<file path="config.mk">
export PLATFORM = sky130hd
export DESIGN_NAME = ex_muldiv
export DESIGN_NICKNAME = d
export VERILOG_FILES = /design/src/rtl/ex_muldiv.sv
export SDC_FILE = /design/constraint.sdc
export NUM_CORES = 1
export LEC_CHECK = 0
export BUFFER_PORTS_ARGS = -buffer_cell sky130_fd_sc_hd__buf_2
export CAP_MARGIN = 20
export CORE_MARGIN = 5
export CORE_UTILIZATION = 49
export CTS_CLUSTER_DIAMETER = 40
export CTS_CLUSTER_SIZE = 14
export DETAILED_ROUTE_END_ITERATION = 10
export HOLD_SLACK_MARGIN = 0.15
export MAX_ROUTING_LAYER = met4
export PLACE_DENSITY = 0.67
export SKIP_CTS_REPAIR_TIMING = 1
export SLEW_MARGIN = 30
export SYNTH_ARGS = -nofsm -noshare
export SYNTH_HDL_FRONTEND = slang
export SYNTH_SLANG_ARGS = --single-unit
</file>
<file path="constraint.sdc">
create_clock -name clkIn -period 12.6 [get_ports clkIn]
set_input_delay 2.52 -clock clkIn [delete_from_list [all_inputs] [get_ports clkIn]]
set_output_delay 2.52 -clock clkIn [all_outputs]
set_load 0.01 [all_outputs]
</file>
<file path="src/rtl/ex_muldiv.sv">
// ex_muldiv: iterative RV32 M-extension unit for the EX stage.
// One multiply (shift-add) or restoring-divide iteration per cycle, a single
// sign-fixup cycle, and a registered one-cycle completion pulse. Division by
// zero and signed overflow complete without iterating.
//
// Ports:
//   clkIn      - clock, rising edge active
//   resetIn    - asynchronous active-high reset
//   validIn    - M-extension op present in ID/EX this cycle
//   funct3In   - 0 MUL,1 MULH,2 MULHSU,3 MULHU,4 DIV,5 DIVU,6 REM,7 REMU
//   Data1In    - rs1 operand
//   Data2In    - rs2 operand
//   rdIn       - destination register
//   flushIn    - abort any in-flight op, no result
//   stallOut   - combinational hold for ID/EX and earlier stages
//   doneOut    - one-cycle pulse, resultOut/rdOut valid
//   resultOut  - registered result, held between pulses
//   rdOut      - registered destination register, held between pulses
module ex_muldiv #(
    parameter int unsigned XLEN = 32
) (
    input  logic            clkIn,
    input  logic            resetIn,
    input  logic            validIn,
    input  logic [2:0]      funct3In,
    input  logic [XLEN-1:0] Data1In,
    input  logic [XLEN-1:0] Data2In,
    input  logic [4:0]      rdIn,
    input  logic            flushIn,
    output logic            stallOut,
    output logic            doneOut,
    output logic [XLEN-1:0] resultOut,
    output logic [4:0]      rdOut
);

    localparam int unsigned AW = 2 * XLEN;
    localparam int unsigned CW = 5;
    localparam int unsigned RW = 5;
    localparam logic [XLEN-1:0] ALL_ONES = {XLEN{1'b1}};
    localparam logic [XLEN-1:0] MIN_INT  = {1'b1, {(XLEN-1){1'b0}}};

    typedef enum logic [1:0] {
        IDLE,
        CALC,
        FIXUP,
        DONE
    } state_t;

    state_t          state;
    logic [CW-1:0]   cnt;
    logic [2:0]      f3;
    logic [RW-1:0]   rd;
    logic [XLEN-1:0] opnd;   // multiplicand (mul) or divisor (div) magnitude
    logic [AW-1:0]   acc;    // {hi, lo} product, or {remainder, quotient}
    logic            neg_q;  // product/quotient sign differs
    logic            neg_r;  // dividend negative

    // Incoming operand decode
    logic            in_div;
    logic            in_s1;
    logic            in_s2;
    logic            neg1;
    logic            neg2;
    logic [XLEN-1:0] mag1;
    logic [XLEN-1:0] mag2;
    logic            div_zero;
    logic            div_ovf;
    logic [AW-1:0]   special_acc;

    always_comb begin
        in_div      = funct3In[2];
        in_s1       = (funct3In == 3'd1) || (funct3In == 3'd2) ||
                      (funct3In == 3'd4) || (funct3In == 3'd6);
        in_s2       = (funct3In == 3'd1) || (funct3In == 3'd4) || (funct3In == 3'd6);
        neg1        = in_s1 && Data1In[XLEN-1];
        neg2        = in_s2 && Data2In[XLEN-1];
        mag1        = neg1 ? -Data1In : Data1In;
        mag2        = neg2 ? -Data2In : Data2In;
        div_zero    = in_div && (Data2In == '0);
        div_ovf     = in_div && in_s2 && (Data1In == MIN_INT) && (Data2In == ALL_ONES);
        // Divide-by-zero wins: {rem = dividend, quo = all ones}; overflow: {0, MIN_INT}
        special_acc = div_zero ? {Data1In, ALL_ONES} : {{XLEN{1'b0}}, MIN_INT};
    end

    // One iteration of each algorithm
    logic [XLEN:0]   mul_sum;
    logic [AW-1:0]   mul_next;
    logic [XLEN:0]   div_shift;
    logic            div_ge;
    logic [AW-1:0]   div_next;

    always_comb begin
        // Right-shifting product: multiplier bits leave from acc[0]
        mul_sum   = {1'b0, acc[AW-1:XLEN]} + {1'b0, opnd};
        mul_next  = acc[0] ? {mul_sum, acc[XLEN-1:1]} : {1'b0, acc[AW-1:1]};
        // Restoring divide: shift next dividend bit into the partial remainder
        div_shift = {acc[AW-1:XLEN], acc[XLEN-1]};
        div_ge    = div_shift >= {1'b0, opnd};
        div_next  = div_ge ? {div_shift[XLEN-1:0] - opnd, acc[XLEN-2:0], 1'b1}
                           : {div_shift[XLEN-1:0], acc[XLEN-2:0], 1'b0};
    end

    // Sign correction and result selection
    logic [AW-1:0]   fixed;
    logic            sel_hi;
    logic [XLEN-1:0] result_sel;

    always_comb begin
        if (f3[2]) begin
            fixed = {neg_r ? -acc[AW-1:XLEN] : acc[AW-1:XLEN],
                     neg_q ? -acc[XLEN-1:0]  : acc[XLEN-1:0]};
        end else begin
            fixed = neg_q ? -acc : acc;
        end
        // MULH* and REM* take the upper half
        sel_hi     = f3[2] ? f3[1] : (f3[1:0] != 2'd0);
        result_sel = sel_hi ? acc[AW-1:XLEN] : acc[XLEN-1:0];
    end

    // Stall is gated by reset so the pipeline sees no hold while reset is asserted
    assign stallOut = !resetIn &&
                      (((state == IDLE) && validIn && !flushIn) ||
                       (state == CALC) || (state == FIXUP));

    // Control FSM with registered outputs
    always_ff @(posedge clkIn or posedge resetIn) begin
        if (resetIn) begin
            state     <= IDLE;
            cnt       <= '0;
            f3        <= '0;
            rd        <= '0;
            opnd      <= '0;
            acc       <= '0;
            neg_q     <= 1'b0;
            neg_r     <= 1'b0;
            doneOut   <= 1'b0;
            resultOut <= '0;
            rdOut     <= '0;
        end else begin
            doneOut <= 1'b0;
            if (flushIn) begin
                state <= IDLE;
                cnt   <= '0;
            end else begin
                case (state)
                    IDLE: begin
                        if (validIn) begin
                            f3    <= funct3In;
                            rd    <= rdIn;
                            neg_q <= neg1 ^ neg2;
                            neg_r <= neg1;
                            cnt   <= '0;
                            if (div_zero || div_ovf) begin
                                acc   <= special_acc;
                                state <= DONE;
                            end else begin
                                opnd  <= in_div ? mag2 : mag1;
                                acc   <= {{XLEN{1'b0}}, in_div ? mag1 : mag2};
                                state <= CALC;
                            end
                        end
                    end
                    CALC: begin
                        acc <= f3[2] ? div_next : mul_next;
                        if (cnt == '1) begin
                            state <= FIXUP;
                        end else begin
                            cnt <= cnt + CW'(1);
                        end
                    end
                    FIXUP: begin
                        acc   <= fixed;
                        state <= DONE;
                    end
                    DONE: begin
                        doneOut   <= 1'b1;
                        resultOut <= result_sel;
                        rdOut     <= rd;
                        state     <= IDLE;
                    end
                    default: state <= IDLE;
                endcase
            end
        end
    end

endmodule

</file>
==> impl_results.md, run 1 <==
- Status: complete, no violations
- Port Buffers: 114
- WP data arrival: 3.40 ns
- Die Y: 190 um
- Num ports: 115
- Nets: 2275
- CORE AREA: 32300 um^2
- Flops & latches, synth: 151
- Clock net sink count: 151
- Max_slew headroom: 38.3%
- Fmax: 169 MHz
- VDD IR max: 0.000140 V
- First-pass GRT wire length: 94500 um
- CP endpoint kind: output port
- Final GP Congestion: 1.02
- Vias per cell: 6.46
- Reg-to-reg endpoint: acc[48]
- Synth warn: 0
- GRT Util Overall: 34.7%
- WL per Instance: 24.1 um
- M3 GR Usage: 5.27%
- Hold-critical path endpoint: rdOut[1]
- Slew Viols, Final: 0
- Slew @ Worst Pin: 0.925 ns
- Area leader, netlist: dfrtp_1
- Worst skew pair latency: 0.45 ns
- TritonCTS clock tree: yes
- Pwr Density: 285 nW/um^2
- Root Driver: clkbuf_16
- TNS Setup: 0 ns
- Top_reg_cell synth: dfrtp_1
- Net Count, Synth: 2261
- Sequential share of the synthesized area: 23.8%
- FP Rows: 66
- CP Launch Type: input pin
- Kind of critical path: input pin to output port
- Post-Syn Area: 15900 um^2
- Hpwl dp: 47200 um
- Initial DRC Count: 2014
- Worst Hold Path Cells: 2
- Mapped Cells: 2108
- Met1 GRT Util: 48.5%
- Worst Path Required: 10.08 ns
- Starting density of the core: 49.2%
- Layout Utilization: 53.6%
- M2 GR Usage: 50.8%
- Clock skew: 0.0128 ns
- Ratio of cells with drive above 1 in the final layout: 12.1%
- Max FO, Critical Path: 16
- Drc violations: 0
- Busiest metal layer after global routing: met2
- H-tree depth: 4
- Final setup fails: 0
- Avg Cell Area, Syn: 7.54 um^2
- EDFF count, synth: 0
- Max cap viols: 0
- Final hold viol count: 0
- DIE AREA: 36100 um^2
- Reg-to-reg critical path startpoint: acc[39]
- Longest Clk Path Bufs: 2
- HP Class: flip-flop to flip-flop
- Top-area cell type share of the netlist area: 23.8%
- Reg2reg setup slack: 8.12 ns
- Vias: 16600
- Vias in the first global route: 15700
- Pre-CTS WS: 6.66 ns
- Initial antenna violation count: 2
- Chip width: 190 um
- Worst-path clk slew: 0.06 ns
- CP most frequent cell: buf_2
- Placed inst area: 16700 um^2
- Cell area after layout: 17300 um^2
- CP max stage cell: buf_4
- 1st-pass router iterations: 7
- FF-to-FF path depth: 12
- Largest net degree at the start of global routing: 94
- Cts bufs inserted: 17
- Area delta synth->final: 8.94%
- Antenna-violating nets left: 0
- Setup repair after global routing missed its margin: false
- CP startpoint: flushIn
- Critical path cell sequence: buf_2 -> nand3b_1 -> buf_4 -> a31oi_1 -> buf_2
- Crit path time final: 5.92 ns
- Synth cell types: 101
- WL final: 62100 um
- Area contributors post-synth: dfrtp_1 (24%), a21oi_1 (7.1%), nand2_1 (6.0%)
- Worst stage delay on the critical path: 0.21 ns
- Pleak: 0.00754 uW
- Startpoint of the worst hold path: rd[1]
- Post-route clock period utilization: 47.0%
- Gr ovfl total: 0
- Final setup margin: 6.68 ns
- FFs w/ async S/R, synth: 100%
## layout by cell type (no fill, tap or decap), types with 35 or more instances in the layout
cell type | Yosys | final
xor2_1 | 50 | 50
o21ai_0 | 191 | 190
inv_1 | 80 | 79
nor2_1 | 185 | 185
o31ai_1 | 39 | 39
dfrtp_1 | 151 | 150
buf_2 | 15 | 114
a21oi_1 | 224 | 223
mux2i_1 | 68 | 68
mux2_2 | 35 | 35
nand2_1 | 255 | 255
a21o_1 | 39 | 39
xnor2_1 | 75 | 75
nor3_1 | 45 | 45
ha_1 | 75 | 72
## where the power goes
group,switching (uW),internal [uW],leakage (uW)
Combinational,2040,1230,0.00529
Sequential,419,686,0.00195
Clock,235,326,0.000301
Total,2690,2240,0.00754
## worst max-delay path by stage
stage,end,slack [ns],depth (start not counted)
final,stallOut,6.68,5
after global routing,stallOut,6.60,5
after CTS,stallOut,6.66,5
after detailed placement,stallOut,6.66,5
after global placement,stallOut,6.67,5
after floorplan,acc[0],6.02,1
## synthesized netlist by cell type, types with 16 or more instances
master and n:
nand2_1 255, a21oi_1 224, o21ai_0 191, nor2_1 185
dfrtp_1 151, clkbuf_1 105, inv_1 80, ha_1 75
xnor2_1 75, mux2i_1 68, xor2_1 50, nor3_1 45
a21o_1 39, o31ai_1 39, mux2_2 35, nand3_1 29
a211oi_1 28, o211ai_1 26, nand4_1 24, buf_1 19
nor4_1 17, a22oi_1 16, nand2b_1 16, o21a_1 16
## per-stage QoR
stage          instances  total power (uW)  hold WS (ns)
2_1_floorplan       2108              3290         0.433
3_3_place_gp        2544              4220         0.447
3_5_place_dp        2545              4260         0.450
4_1_cts             2576              4840         0.467
6_report            2578              4940         0.464
5_1_grt             2578              5250         0.477
## logic make-up (layout without fill, tap and decap cells)
logic type	count (synthesis)	after routing	share of synthesized area [%]
compound gates	735	735	29.3
other cells	0	2	0
fa+ha+maj	77	77	6.16
flops	151	151	23.8
buf+inv	226	252	5.54
xor+xnor	125	125	6.89
simple gates	691	691	21.5
mux	103	103	6.76
## state kept, by name, indices dropped and copies added (netlist names)
register / cells
doneOut: 1
acc: 64
cnt: 5
f3: 3
neg_r: 1
state: 2
resultOut: 32
rdOut: 5
opnd: 32
neg_q: 1
rd: 5
## final cells by class
class | count | area (um^2)
Antenna cell | 2 | 5.00
Multi-Input combinational cell | 1731 | 11300
Sequential cell | 151 | 3780
Timing Repair Buffer | 138 | 771
Inverter | 83 | 317
Tap cell | 442 | 553
Clock inverter | 11 | 164
Fill cell | 3185 | 15000
Clock buffer | 20 | 457
## layer usage
metal | share of wire [%] | routed length, um
met5 | 0 | 0
met4 | 4.5 | 2790
met3 | 9.6 | 5940
met2 | 43 | 26600
met1 | 43 | 26700
## critical path, delay by kind of cell
| kind | cells | cell delay [ns] |
|---|---|---|
| buf+inv | 3 | 0.52 |
| simple gates | 1 | 0.17 |
| compound gates | 1 | 0.18 |
Power figures use the tool's default switching activity.
==> inputs of run 2 (changes only) <==
==> constraint.sdc (replaced) <==
create_clock -name clkIn -period 5.7 [get_ports clkIn]
set_input_delay 1.14 -clock clkIn [delete_from_list [all_inputs] [get_ports clkIn]]
set_output_delay 1.14 -clock clkIn [all_outputs]
set_load 0.01 [all_outputs]
==> impl_results.md, run 2 (same netlist as run 1, synthesis figures left out) <==
- WL per Instance: 23.9 um (was 24.1 um)
- Gr ovfl total: 0 (unchanged)
- Die Y: 190 um (unchanged)
- CP most frequent cell: inv_1 (was buf_2)
- Antenna-violating nets left: 0 (unchanged)
- Number of flip-flops in the largest register: 64 (unchanged)
- Most common cell after layout, fill and taps aside: nand2_1 (unchanged)
- Final hold viol count: 0 (unchanged)
- Setup repair after global routing missed its margin: false (unchanged)
- TNS Setup: 0 ns (unchanged)
- Slew @ Worst Pin: 1.07 ns (was 0.925 ns)
- HP Class: flip-flop to flip-flop (unchanged)
- Longest Clk Path Bufs: 2 (unchanged)
- First-pass GRT wire length: 94300 um (was 94500 um)
- Critical path cell sequence: inv_1 -> ha_1 -> inv_1 -> fa_1 -> a21o_1 -> a221oi_1 -> a2111o_1 -> a311oi_1 -> a211o_1 -> a221o_1 -> a21oi_1 -> xor2_1 -> o211a_1 -> o32ai_1 (was buf_2 -> nand3b_1 -> buf_4 -> a31oi_1 -> buf_2)
- Largest registers: acc: 64 flops, opnd: 32 flops, resultOut: 32 flops (unchanged)
- Max cap viols: 0 (unchanged)
- FP Rows: 66 (unchanged)
- Fmax: 235 MHz
- Drc violations: 0 (unchanged)
- Layout Utilization: 53.7% (was 53.6%)
- Post-route clock period utilization: 74.8%
- VDD IR max: 0.000298 V (was 0.000140 V)
- Crit path time final: 4.26 ns
- Num ports: 115 (unchanged)
- Stages on worst setup path: 14 (was 5)
- Max_slew headroom: 28.4% (was 38.3%)
- Kind of critical path: flip-flop to flip-flop (was input pin to output port)
- CP Launch Type: flip-flop (was input pin)
- Starting density of the core: 49.2% (unchanged)
- Final GP Congestion: 0.986 (was 1.02)
- Cts bufs inserted: 17 (unchanged)
- CP max stage cell: a221oi_1 (was buf_4)
- H-tree depth: 4 (unchanged)
- FF-to-FF path depth: 14 (was 12)
- Reg with most FFs: acc (unchanged)
- CP endpoint kind: flip-flop (was output port)
- Slew Viols, Final: 0 (unchanged)
- Most frequent cells in the layout: nand2_1 (255), a21oi_1 (223), o21ai_0 (190) (unchanged)
- Final hold slack: 0.472 ns (was 0.464 ns)
- Initial DRC Count: 1954 (was 2014)
- DIE AREA: 36100 um^2 (unchanged)
- GRT Util Overall: 34.6% (was 34.7%)
- Worst skew pair latency: 0.45 ns (about the same)
- Pleak: 0.00756 uW (was 0.00754 uW)
- Largest net degree at the start of global routing: 101 (was 94)
- Worst Hold Path Cells: 2 (unchanged)
- Worst-path clk slew: 0.07 ns (was 0.06 ns)
- Area delta synth->final: 9.09% (was 8.94%)
- Status: complete, no violations (unchanged)
- Clock skew: 0.0163 ns (was 0.0128 ns)
- Worst Path Required: 6.06 ns (was 10.08 ns)
- 1st-pass router iterations: 9 (was 7)
- CORE AREA: 32300 um^2 (unchanged)
- Port Buffers: 114 (unchanged)
- Top delay family on crit path: compound AO/OA/AOI/OAI gates (was buffers and inverters)
- Initial antenna violation count: 1 (was 2)
- Root Driver: clkbuf_16 (unchanged)
- Clock net sink count: 151 (unchanged)
- Cells after DPL: 2556 (was 2545)
- Chip width: 190 um (unchanged)
- Fillers: 3139 (was 3185)
- Vias in the first global route: 15700 (about the same)
- Worst stage delay on the critical path: 0.62 ns (was 0.21 ns)
- WP data arrival: 4.62 ns (was 3.40 ns)
- Ratio of cells with drive above 1 in the final layout: 12.6% (was 12.1%)
- WL final: 61900 um (was 62100 um)
- Final setup fails: 0 (unchanged)
- Max FO, Critical Path: 6 (was 16)
- WP buf/inv: 2 (was 3)
- Pwr Density: 630 nW/um^2 (was 285 nW/um^2)
- Hpwl dp: 47000 um (was 47200 um)
- Nets: 2286 (was 2275)
- Vias per cell: 6.57 (was 6.46)
- Vias: 17000 (was 16600)
- Fin cells: 2589 (was 2578)
- TritonCTS clock tree: yes (unchanged)
[run 2: through the flow]
stage	power, uW	area, um^2	setup WS (ns)
final	10900	17300	1.44
after global routing	11600	17300	1.31
after CTS	10700	17300	1.50
after detailed placement	9510	16800	1.25
after global placement	9430	16800	1.36
after floorplan	7270	15900	0.495
[run 2: metal layers]
layer | global-route usage [%] | part of all wire [%] | vias to the layer above
met5 | - | 0 | -
met4 | 14.1 | 4.5 | 0
met3 | 6.22 | 9.8 | 158
met2 | 49.7 | 42 | 1000
met1 | 48.1 | 43 | 8093
li1 | - | - | 7770
[run 2: power breakdown]
group          switching (uW)  internal, uW  leakage, uW
logic                    4640          2770      0.00533
clock network             515           622     0.000282
registers                 866          1520      0.00195
total                    6020          4910      0.00756
[run 2: worst reg2reg max path: cells and delay by family, from the launching register on]
family | cells | cell delay [ns]
DFF | 1 | 0.48
AOI/OAI and AO/OA | 9 | 2.69
buffers and inverters | 2 | 0.28
adders and majority gates | 2 | 0.61
xor gates and xnor gates | 1 | 0.10
[run 2: path summary, 6_finish.rpt]
kind	startpoint	end	slack, ns
min	rd[3]	rdOut[3]	0.47
max in group asynchronous	resetIn	acc[57]	3.81
min reg2reg	rd[3]	rdOut[3]	0.47
max reg2reg	acc[31]	acc[62]	1.44
min in group asynchronous	resetIn	resultOut[14]	0.79
max	acc[31]	acc[62]	1.44
[run 2: area by class of cell]
cell class                 instances  area [um^2]  area share [%]
timing repair buffer             149          846            4.88
antenna                            1         2.50          0.0144
multi-input combinational       1731        11300            64.9
tap                              442          553            3.19
clock inverter                    14          140           0.808
inverter                          83          317            1.83
clock buffer                      18          439            2.53
sequential                       151         3780            21.8
